`src/rtl/weight_sram_loader_if.sv`:
```
// Host/DMA weight stream, load control and weight SRAM write port of the loader.
interface weight_sram_loader_if #(
  parameter int unsigned FV_SIZE         = 16,
  parameter int unsigned MULT_PER_PE     = 4,
  parameter int unsigned MAX_LAYERS      = 4,
  parameter int unsigned LINES_PER_LAYER = 32
);
  localparam int unsigned SRAM_BW = FV_SIZE * MULT_PER_PE;
  localparam int unsigned LW      = $clog2(MAX_LAYERS);
  localparam int unsigned LNW     = $clog2(LINES_PER_LAYER);
  localparam int unsigned MAX_FV  = LINES_PER_LAYER * MULT_PER_PE;
  localparam int unsigned NFW     = $clog2(MAX_FV) + 1;

  logic               start;
  logic [LW-1:0]      num_layer;
  logic [NFW-1:0]     num_fv;
  logic               in_valid;
  logic [FV_SIZE-1:0] in_data;
  logic               in_ready;
  logic               sram_cen;
  logic               sram_wen;
  logic [LW+LNW-1:0]  sram_a;
  logic [SRAM_BW-1:0] sram_d;
  logic               busy;
  logic               done;
  logic               err;

  // Host side: issues the load request and the element stream.
  modport master (
    output start, num_layer, num_fv, in_valid, in_data,
    input  in_ready, sram_cen, sram_wen, sram_a, sram_d, busy, done, err
  );

  // Loader side.
  modport slave (
    input  start, num_layer, num_fv, in_valid, in_data,
    output in_ready, sram_cen, sram_wen, sram_a, sram_d, busy, done, err
  );
endinterface

```
`src/rtl/weight_sram_loader.sv`:
```
// Packs 16-bit weight elements four per 64-bit word and writes them to the
// weight SRAM at {layer, line}, the same layout the weight read controller walks.
module weight_sram_loader (
  input logic                 clk,
  input logic                 reset,
  weight_sram_loader_if.slave ld
);
  localparam int unsigned FV_SIZE         = 16;
  localparam int unsigned MULT_PER_PE     = 4;
  localparam int unsigned MAX_LAYERS      = 4;
  localparam int unsigned LINES_PER_LAYER = 32;
  localparam int unsigned SRAM_BW = FV_SIZE * MULT_PER_PE;
  localparam int unsigned LW      = $clog2(MAX_LAYERS);
  localparam int unsigned LNW     = $clog2(LINES_PER_LAYER);
  localparam int unsigned MAX_FV  = LINES_PER_LAYER * MULT_PER_PE;
  localparam int unsigned NFW     = $clog2(MAX_FV) + 1;
  localparam int unsigned LANEW   = $clog2(MULT_PER_PE);

  localparam logic [1:0] ST_IDLE = 2'd0;
  localparam logic [1:0] ST_LOAD = 2'd1;
  localparam logic [1:0] ST_DONE = 2'd2;

  logic [1:0]         state_q, state_d;
  logic [LANEW-1:0]   lane_q, lane_d;
  logic [LNW-1:0]     line_q, line_d;
  logic [LNW-1:0]     last_line_q, last_line_d;
  logic [LW-1:0]      layer_q, layer_d;
  logic [LW-1:0]      num_layer_q, num_layer_d;
  logic [SRAM_BW-1:0] pack_q, pack_d;
  logic               in_ready_q, in_ready_d;
  logic               busy_q, busy_d;
  logic               done_q, done_d;
  logic               err_q, err_d;
  logic               cen_q, cen_d;
  logic               wen_q, wen_d;
  logic [LW+LNW-1:0]  a_q, a_d;
  logic [SRAM_BW-1:0] d_q, d_d;
  logic               cfg_ok;
  logic               xfer;

  // Next-state, packing and SRAM strobe generation.
  always_comb begin
    state_d     = state_q;
    lane_d      = lane_q;
    line_d      = line_q;
    last_line_d = last_line_q;
    layer_d     = layer_q;
    num_layer_d = num_layer_q;
    pack_d      = pack_q;
    err_d       = 1'b0;
    cen_d       = 1'b1;
    wen_d       = 1'b1;
    a_d         = '0;
    d_d         = '0;

    cfg_ok = (ld.num_fv != '0) && (ld.num_fv[LANEW-1:0] == '0) &&
             (ld.num_fv <= NFW'(MAX_FV));
    xfer   = (state_q == ST_LOAD) && ld.in_valid && in_ready_q;

    case (state_q)
      ST_IDLE: begin
        if (ld.start) begin
          if (cfg_ok) begin
            num_layer_d = ld.num_layer;
            last_line_d = LNW'((ld.num_fv >> LANEW) - NFW'(1));
            lane_d      = '0;
            line_d      = '0;
            layer_d     = '0;
            pack_d      = '0;
            state_d     = ST_LOAD;
          end else begin
            err_d = 1'b1;
          end
        end
      end
      ST_LOAD: begin
        if (xfer) begin
          for (int i = 0; i < int'(MULT_PER_PE); i++) begin
            if (lane_q == LANEW'(i)) pack_d[i*FV_SIZE +: FV_SIZE] = ld.in_data;
          end
          lane_d = lane_q + LANEW'(1);
          // Word complete: present it next cycle and advance line/layer.
          if (lane_q == LANEW'(MULT_PER_PE - 1)) begin
            cen_d = 1'b0;
            wen_d = 1'b0;
            a_d   = {layer_q, line_q};
            d_d   = pack_d;
            if (line_q == last_line_q) begin
              line_d  = '0;
              layer_d = layer_q + LW'(1);
              if (layer_q == num_layer_q) state_d = ST_DONE;
            end else begin
              line_d = line_q + LNW'(1);
            end
          end
        end
      end
      ST_DONE: state_d = ST_IDLE;
      default: state_d = ST_IDLE;
    endcase

    in_ready_d = (state_d == ST_LOAD);
    busy_d     = (state_d != ST_IDLE);
    done_d     = (state_q == ST_DONE);
  end

  // State and registered outputs; synchronous reset drops any partial word.
  always_ff @(posedge clk) begin
    if (reset) begin
      state_q     <= ST_IDLE;
      lane_q      <= '0;
      line_q      <= '0;
      last_line_q <= '0;
      layer_q     <= '0;
      num_layer_q <= '0;
      pack_q      <= '0;
      in_ready_q  <= 1'b0;
      busy_q      <= 1'b0;
      done_q      <= 1'b0;
      err_q       <= 1'b0;
      cen_q       <= 1'b1;
      wen_q       <= 1'b1;
      a_q         <= '0;
      d_q         <= '0;
    end else begin
      state_q     <= state_d;
      lane_q      <= lane_d;
      line_q      <= line_d;
      last_line_q <= last_line_d;
      layer_q     <= layer_d;
      num_layer_q <= num_layer_d;
      pack_q      <= pack_d;
      in_ready_q  <= in_ready_d;
      busy_q      <= busy_d;
      done_q      <= done_d;
      err_q       <= err_d;
      cen_q       <= cen_d;
      wen_q       <= wen_d;
      a_q         <= a_d;
      d_q         <= d_d;
    end
  end

  assign ld.in_ready = in_ready_q;
  assign ld.busy     = busy_q;
  assign ld.done     = done_q;
  assign ld.err      = err_q;
  assign ld.sram_cen = cen_q;
  assign ld.sram_wen = wen_q;
  assign ld.sram_a   = a_q;
  assign ld.sram_d   = d_q;
endmodule

```
`src/flat_wrapper.sv`:
```
// flat-port wrapper written by rule: the top's interface ports become plain ports
module weight_sram_loader_flat 
  (clk, reset, ld_start, ld_num_layer, ld_num_fv, ld_in_valid, ld_in_data, ld_in_ready, ld_sram_cen, ld_sram_wen, ld_sram_a, ld_sram_d, ld_busy, ld_done, ld_err);
  weight_sram_loader_if ld_i ();
  input logic clk;
  input logic reset;
  input wire logic [$bits(ld_i.start)-1:0] ld_start;
  input wire logic [$bits(ld_i.num_layer)-1:0] ld_num_layer;
  input wire logic [$bits(ld_i.num_fv)-1:0] ld_num_fv;
  input wire logic [$bits(ld_i.in_valid)-1:0] ld_in_valid;
  input wire logic [$bits(ld_i.in_data)-1:0] ld_in_data;
  output wire logic [$bits(ld_i.in_ready)-1:0] ld_in_ready;
  output wire logic [$bits(ld_i.sram_cen)-1:0] ld_sram_cen;
  output wire logic [$bits(ld_i.sram_wen)-1:0] ld_sram_wen;
  output wire logic [$bits(ld_i.sram_a)-1:0] ld_sram_a;
  output wire logic [$bits(ld_i.sram_d)-1:0] ld_sram_d;
  output wire logic [$bits(ld_i.busy)-1:0] ld_busy;
  output wire logic [$bits(ld_i.done)-1:0] ld_done;
  output wire logic [$bits(ld_i.err)-1:0] ld_err;
  assign ld_i.start = ld_start;
  assign ld_i.num_layer = ld_num_layer;
  assign ld_i.num_fv = ld_num_fv;
  assign ld_i.in_valid = ld_in_valid;
  assign ld_i.in_data = ld_in_data;
  assign ld_in_ready = ld_i.in_ready;
  assign ld_sram_cen = ld_i.sram_cen;
  assign ld_sram_wen = ld_i.sram_wen;
  assign ld_sram_a = ld_i.sram_a;
  assign ld_sram_d = ld_i.sram_d;
  assign ld_busy = ld_i.busy;
  assign ld_done = ld_i.done;
  assign ld_err = ld_i.err;
  weight_sram_loader u_core (.clk(clk), .reset(reset), .ld(ld_i));
endmodule
```
`config.mk`:
```
export PLATFORM = sky130hd
export DESIGN_NAME = weight_sram_loader_flat
export DESIGN_NICKNAME = d
export VERILOG_FILES = /design/src/rtl/weight_sram_loader_if.sv /design/src/rtl/weight_sram_loader.sv /design/src/flat_wrapper.sv
export SDC_FILE = /design/constraint.sdc
export NUM_CORES = 1
export LEC_CHECK = 0
export CAP_MARGIN = 5
export CORE_ASPECT_RATIO = 0.6
export CORE_MARGIN = 3
export CORE_UTILIZATION = 55
export CTS_CLUSTER_DIAMETER = 30
export DETAILED_ROUTE_END_ITERATION = 12
export PLACE_DENSITY_LB_ADDON = 0.25
export SLEW_MARGIN = 20
export SYNTH_ARGS = -nofsm -noshare
export SYNTH_HDL_FRONTEND = slang
export SYNTH_SLANG_ARGS = --single-unit
```
`constraint.sdc`:
```
create_clock -name clk -period 3.3 [get_ports clk]
set_input_delay 0.825 -clock clk [delete_from_list [all_inputs] [get_ports clk]]
set_output_delay 0.825 -clock clk [all_outputs]
set_load 0.02 [all_outputs]
```
# Word level (Yosys, flattened, before mapping)
# Cells that the tools add are included.
# op_classes
add_sub_neg,4
n_lt_le_gt_ge,1
eq_ne,13
n_mux,31
bitwise_logic,5
n_reduce_logical,17
# ops
cell,n
$mux 64,3
$pmux 64 s2,1
$mux 16,4
$mux 5,5
$mux 2,12
$pmux 2 s2,3
$pmux 5 s2,1
$le 8x8->1 const B,1
$reduce_bool 8->1,1
$eq 2x1->1 const B,3
$eq 2x2->1 const B,3
$logic_not 2->1,3
$ne 2x2->1 const B,3
$reduce_and 6->1,1
$reduce_or 3->1,2
$add 5x1->5 const B,1
$eq 5x5->1,1
$not 1->1,5
$reduce_and 5->1,1
$sub 5x1->5 const B,1
$add 2x1->2 const B,2
$logic_and 1x1->1,4
$ne 2x1->1 const B,2
$reduce_and 4->1,1
other kinds (5),7
# word_totals
ff_bits,158
in_bits,30
output_inout_bits,77
elab_cells,85

# Depth between registers and ports, before layout
# logic_depth
depth_word,7
ltp_mapped,8
depth_no_buf,7

# Worst setup path before layout
# Ideal clock, no wire load.
# synth_timing
path_type,input to register
startpoint,in ld_num_fv[2]
endpoint,reg u_core.layer_q[1]
setup_ns,0.122
t_arrival_ns,2.161
t_required_ns,3.178
setup_slack_ns,1.017
path_stages,8
n_path_buf,1
path_cell_list,inv_1 > ha_1 > nor4b_4 > or4b_1 > a31o_2 > buf_2 > o21ai_1 > o31ai_1
# synth_between
elab_chain_cells,5
word_cells_on_any_way,6
cone_classes,1 x order compare; 1 x eq/ne; 4 x reduce/logical
# synth_lines
item,line,source
"start, declared",flat_wrapper.sv:9,input wire logic [$bits(ld_i.num_fv)-1:0] ld_num_fv;
"parallel branches: the longest is 2 deep, another holds $le 8x8->1",--,
$logic_and 1x1->1 (*),weight_sram_loader.sv:56,cfg_ok = (ld.num_fv != '0) && (ld.num_fv[LANEW-1:0] == '0) &&
$ne 2x1->1 (no line) (*),--,
$reduce_and 6->1 (no line) (*),--,
"end signal, assigned",weight_sram_loader.sv:130,layer_q <= layer_d;
"end, declared",weight_sram_loader.sv:27,"logic [LW-1:0] layer_q, layer_d;"
# Every way passes the cells marked *.
# A chain may end at the register's enable or synchronous reset.

# Final worst setup path
# layout_timing
startpoint,in ld_num_fv[2]
endpoint,reg u_core.line_q[2]
# layout_between
elab_chain_cells,5
word_cells_on_any_way,6
cone_classes,1 x order compare; 1 x eq/ne; 4 x reduce/logical
# layout_lines
item,line,source
"parallel branches: the longest is 2 deep, another holds $le 8x8->1",--,
$logic_and 1x1->1 (*),weight_sram_loader.sv:56,
$ne 2x1->1 (no line) (*),--,
$reduce_and 5->1 (no line) (*),--,
"end signal, assigned",weight_sram_loader.sv:128,line_q <= line_d;
"end, declared",weight_sram_loader.sv:25,"logic [LNW-1:0] line_q, line_d;"
# Marks and branches as above.

==> flow_metrics.py <==
metrics = {
    "run_status": {
        "status": "complete, no violations",
    },
    "timing": {
        "worstMarginPinSlew_ns": 1.059,
        "slew-limit-headroom": 0.2923,
        "slew_violations": 0,
        "tns_ns": 0,
        "worst_hold_slack_ns": 0.4757,
        "rsz0062_at_grt": "no",
        "period_share": 0.7727,
        "finalSetupViolCount": 0,
        "hold_viol": 0,
        "timing.fmax_mhz": 392.2,
        "min_period_ns": 2.550,
        "fin_skew_ns": 0.007811,
    },
    "floorplan": {
        "die_x_um": 137.3,
        "die_y_um": 84.78,
        "fp.dieArea_mm2": 0.01164,
        "io-pin-count": 107,
        "core-area_mm2": 0.009950,
        "rows": 28,
        "start_util": 0.5718,
    },
    "power_and_ir_drop": {
        "swShare": 0.2310,
        "p_leak_nw": 2.579,
        "p_clk_frac": 0.501,
        "p_int_mw": 2.932,
        "p_seq_frac": 0.452,
        "ir_drop_v": 0.0004085,
        "p_sw_mw": 0.8809,
        "combPwrFrac": 0.047,
        "finalPower_mw": 3.813,
        "p_per_area_mw_per_mm2": 521.7,
    },
    "worst_setup_path": {
        "cpLargestDelayFamily": "simple AND/OR/NAND/NOR gates",
        "critPathLaunchType": "primary input",
        "r2r-start": "u_core.lane_q[1]$_SDFFE_PP0P_",
        "slowest_delay_ns": 0.51,
        "cp_cell_sequence": "clkdlybuf4s50_1, inv_1, ha_1, nor4b_4, or4b_1, a31o_2, o21ai_0, a21oi_1",
        "cp_num_buf_inv": 2,
        "crit_arrival_ns": 2.83,
        "crit_type": "primary input to register",
        "worst_ep_required_time_ns": 3.58,
        "reg2reg_depth": 6,
        "crit_path_top_delay_cell": "clkdlybuf4s50_1",
        "cp_max_fo": 7,
        "r2r-end": "u_core.pack_q[31]$_SDFFE_PP0P_",
        "critPathCaptureType": "register",
        "r2r_slack_ns": 1.04,
    },
    "clock_tree": {
        "hold_buffers": 0,
        "cts_sinks": 142,
        "cts_buffers": 17,
        "clkTransAtPathRegs_ns": 0.06,
        "cts_root_buf": "clkbuf_16",
        "insertion_delay_ns": 0.42,
        "clk_path_buf_depth": 2,
        "cts_htree_levels": 4,
        "cts_tree": "yes",
        "ctsResizeCount": 0,
        "postCtsSetupBuffers": 0,
    },
    "logic_synthesis": {
        "yosysSeqAreaShare": 0.4997,
        "syn-num-nets": 624,
        "yosys-top-cells-area": "dfxtp_1, mux2i_1, a211oi_2, a21oi_1, nor2_1",
        "netlist.area_leader.share": 0.4997,
        "yosys_register_bits": 142,
        "yosys_most_used_dff": "dfxtp_1",
        "synth_common_cells": "dfxtp_1, a21oi_1, nor2_1",
        "ys_warn_count": 0,
        "yosys.area.top_type": "dfxtp_1",
        "syn_avg_cell_area_um2": 9.692,
        "synthDistinctLibCells": 46,
        "async_flop_share": 0,
        "syn_area_mm2": 0.005689,
        "synth.most_common_cell": "dfxtp_1",
        "syn_inst": 587,
        "synth_enable_flop_cells": 0,
    },
    "route": {
        "dr_total_vias": 4470,
        "routedWlPerCell_um": 17.13,
        "vias_per_cell": 5.553,
        "initialDrtViolationCount": 427,
        "routed_wl_um": 13790,
        "drt_pass1_iterations": 4,
        "route.detailed.drc": 0,
        "drtAntennaViolNets": 0,
    },
    "min_path": {
        "hold_path.class": "register to register",
        "holdPathStages": 2,
        "hold_start": "u_core.pack_q[3]$_SDFFE_PP0P_",
        "holdPathEnd": "u_core.pack_q[3]$_SDFFE_PP0P_",
    },
    "grt": {
        "antenna_found_initial": 0,
        "grt_overflow": 0,
        "grt_max_degree": 51,
        "track_usage": 0.2493,
        "grt_pass1_wl_um": 22600,
        "grt_pass1_vias": 4333,
    },
    "placed_design": {
        "dp_hpwl_um": 9252,
        "dp.cells": 773,
        "place_congestion": 0.8281,
        "port_buffers": 106,
    },
    "cells_and_area": {
        "layout-drive-gt1-share": 0.1269,
        "area.growth.synth_to_final_pct": 28.48,
        "final_nets": 694,
        "stdcell_count": 805,
        "diodes": 0,
        "fill_cells": 685,
    },
    "flow_run": {
        "maxCapViolCount": 0,
    },
}
[routing by layer]
layer / vias to the layer above / part of all wire / track usage
met1: 2120 / 0.49 / 0.3705
met4: 0 / 0.0072 / 0.08605
li1: 2154 / - / -
met5: - / 0 / 0
met2: 186 / 0.42 / 0.3566
met3: 10 / 0.080 / 0.05569
[flip-flops by register name, summed over array words and instances, names as in the netlist]
register and cells:
u_core.ld.sram_cen 1, u_core.last_line_q 5, u_core.num_layer_q 2, u_core.pack_q 48, u_core.ld.done 1, u_core.layer_q 2
u_core.lane_q 2, u_core.ld.busy 1, u_core.ld.sram_a 7, u_core.ld.sram_d 64, u_core.state_q 2, u_core.ld.in_ready 1
u_core.ld.err 1, u_core.line_q 5
[area by class of cell]
| type | count | area (um2) | area share |
|---|---|---|---|
| inverters | 5 | 18.77 | 0.002568 |
| repair buffers | 116 | 1144 | 0.1565 |
| clock buffers | 18 | 439.2 | 0.06008 |
| well taps | 135 | 168.9 | 0.02311 |
| clock inverters | 14 | 157.7 | 0.02157 |
| flip-flops and latches | 142 | 2843 | 0.3889 |
| multi-input cells | 375 | 2539 | 0.3473 |
[placed cells by master (no fill, tap or decap), types with 8 or more instances in the layout]
cell               n
clkbuf_16         17
a211oi_2          29
nand2_1           28
a21oi_1           71
buf_4              9
clkdlybuf4s50_1  105
o21ai_0           18
nand3_1            8
nor2_1            61
dfxtp_1          142
nand2b_1          19
a211oi_1          11
and2_1            26
mux2i_1           48
[worst register-to-register path, stage by stage (launching register included)]
cell	delay, ns
dfxtp_1	0.37
inv_1	0.12
ha_1	0.20
buf_4	0.23
nor2b_1	0.85
a21oi_1	0.14
a211oi_2	0.27
[worst max-delay path by stage]
stage	cells after the start	startpoint	end	slack, ns
finish	8	ld_num_fv[2]	u_core.line_q[2]$_SDFFE_PP0P_	0.75
global route	8	ld_num_fv[2]	u_core.line_q[2]$_SDFFE_PP0P_	0.59
CTS	8	ld_num_fv[2]	u_core.layer_q[0]$_SDFFE_PP0P_	0.79
detailed placement	8	ld_num_fv[2]	u_core.layer_q[0]$_SDFFE_PP0P_	0.37
global placement	8	ld_num_fv[2]	u_core.line_q[2]$_SDFFE_PP0P_	0.47
floorplan	8	ld_num_fv[2]	u_core.layer_q[1]$_SDFFE_PP0P_	1.02
[cell families after synthesis]
logic type / count (synthesis) / share of synthesized area
multiplexers: 48 / 0.08445
buffers and inverters: 70 / 0.05542
XOR/XNOR: 11 / 0.01825
AO/OA/AOI/OAI: 142 / 0.1755
adder cells (fa/ha/maj): 7 / 0.01539
flip-flops: 142 / 0.4997
AND/OR/NAND/NOR: 167 / 0.1513
[power groups by stage]
stage	clock network [mW]	registers (mW)	logic (mW)
5_1_grt	2.00	1.72	0.193
3_5_place_dp	0	1.76	0.174
3_3_place_gp	0	1.76	0.168
4_1_cts	1.93	1.72	0.176
6_report	1.91	1.72	0.180
2_1_floorplan	0	1.76	0.107
[stage by stage]
step             util  area, um2  worst slack [ns]
6_report       0.7347       7310            0.7500
3_3_place_gp   0.6744       6710            0.4744
5_1_grt        0.7347       7310            0.5919
2_1_floorplan       -       5689             1.017
4_1_cts        0.7344       7307            0.7886
3_5_place_dp   0.6744       6710            0.3652
Note: power is estimated with default switching activity, not from simulation.
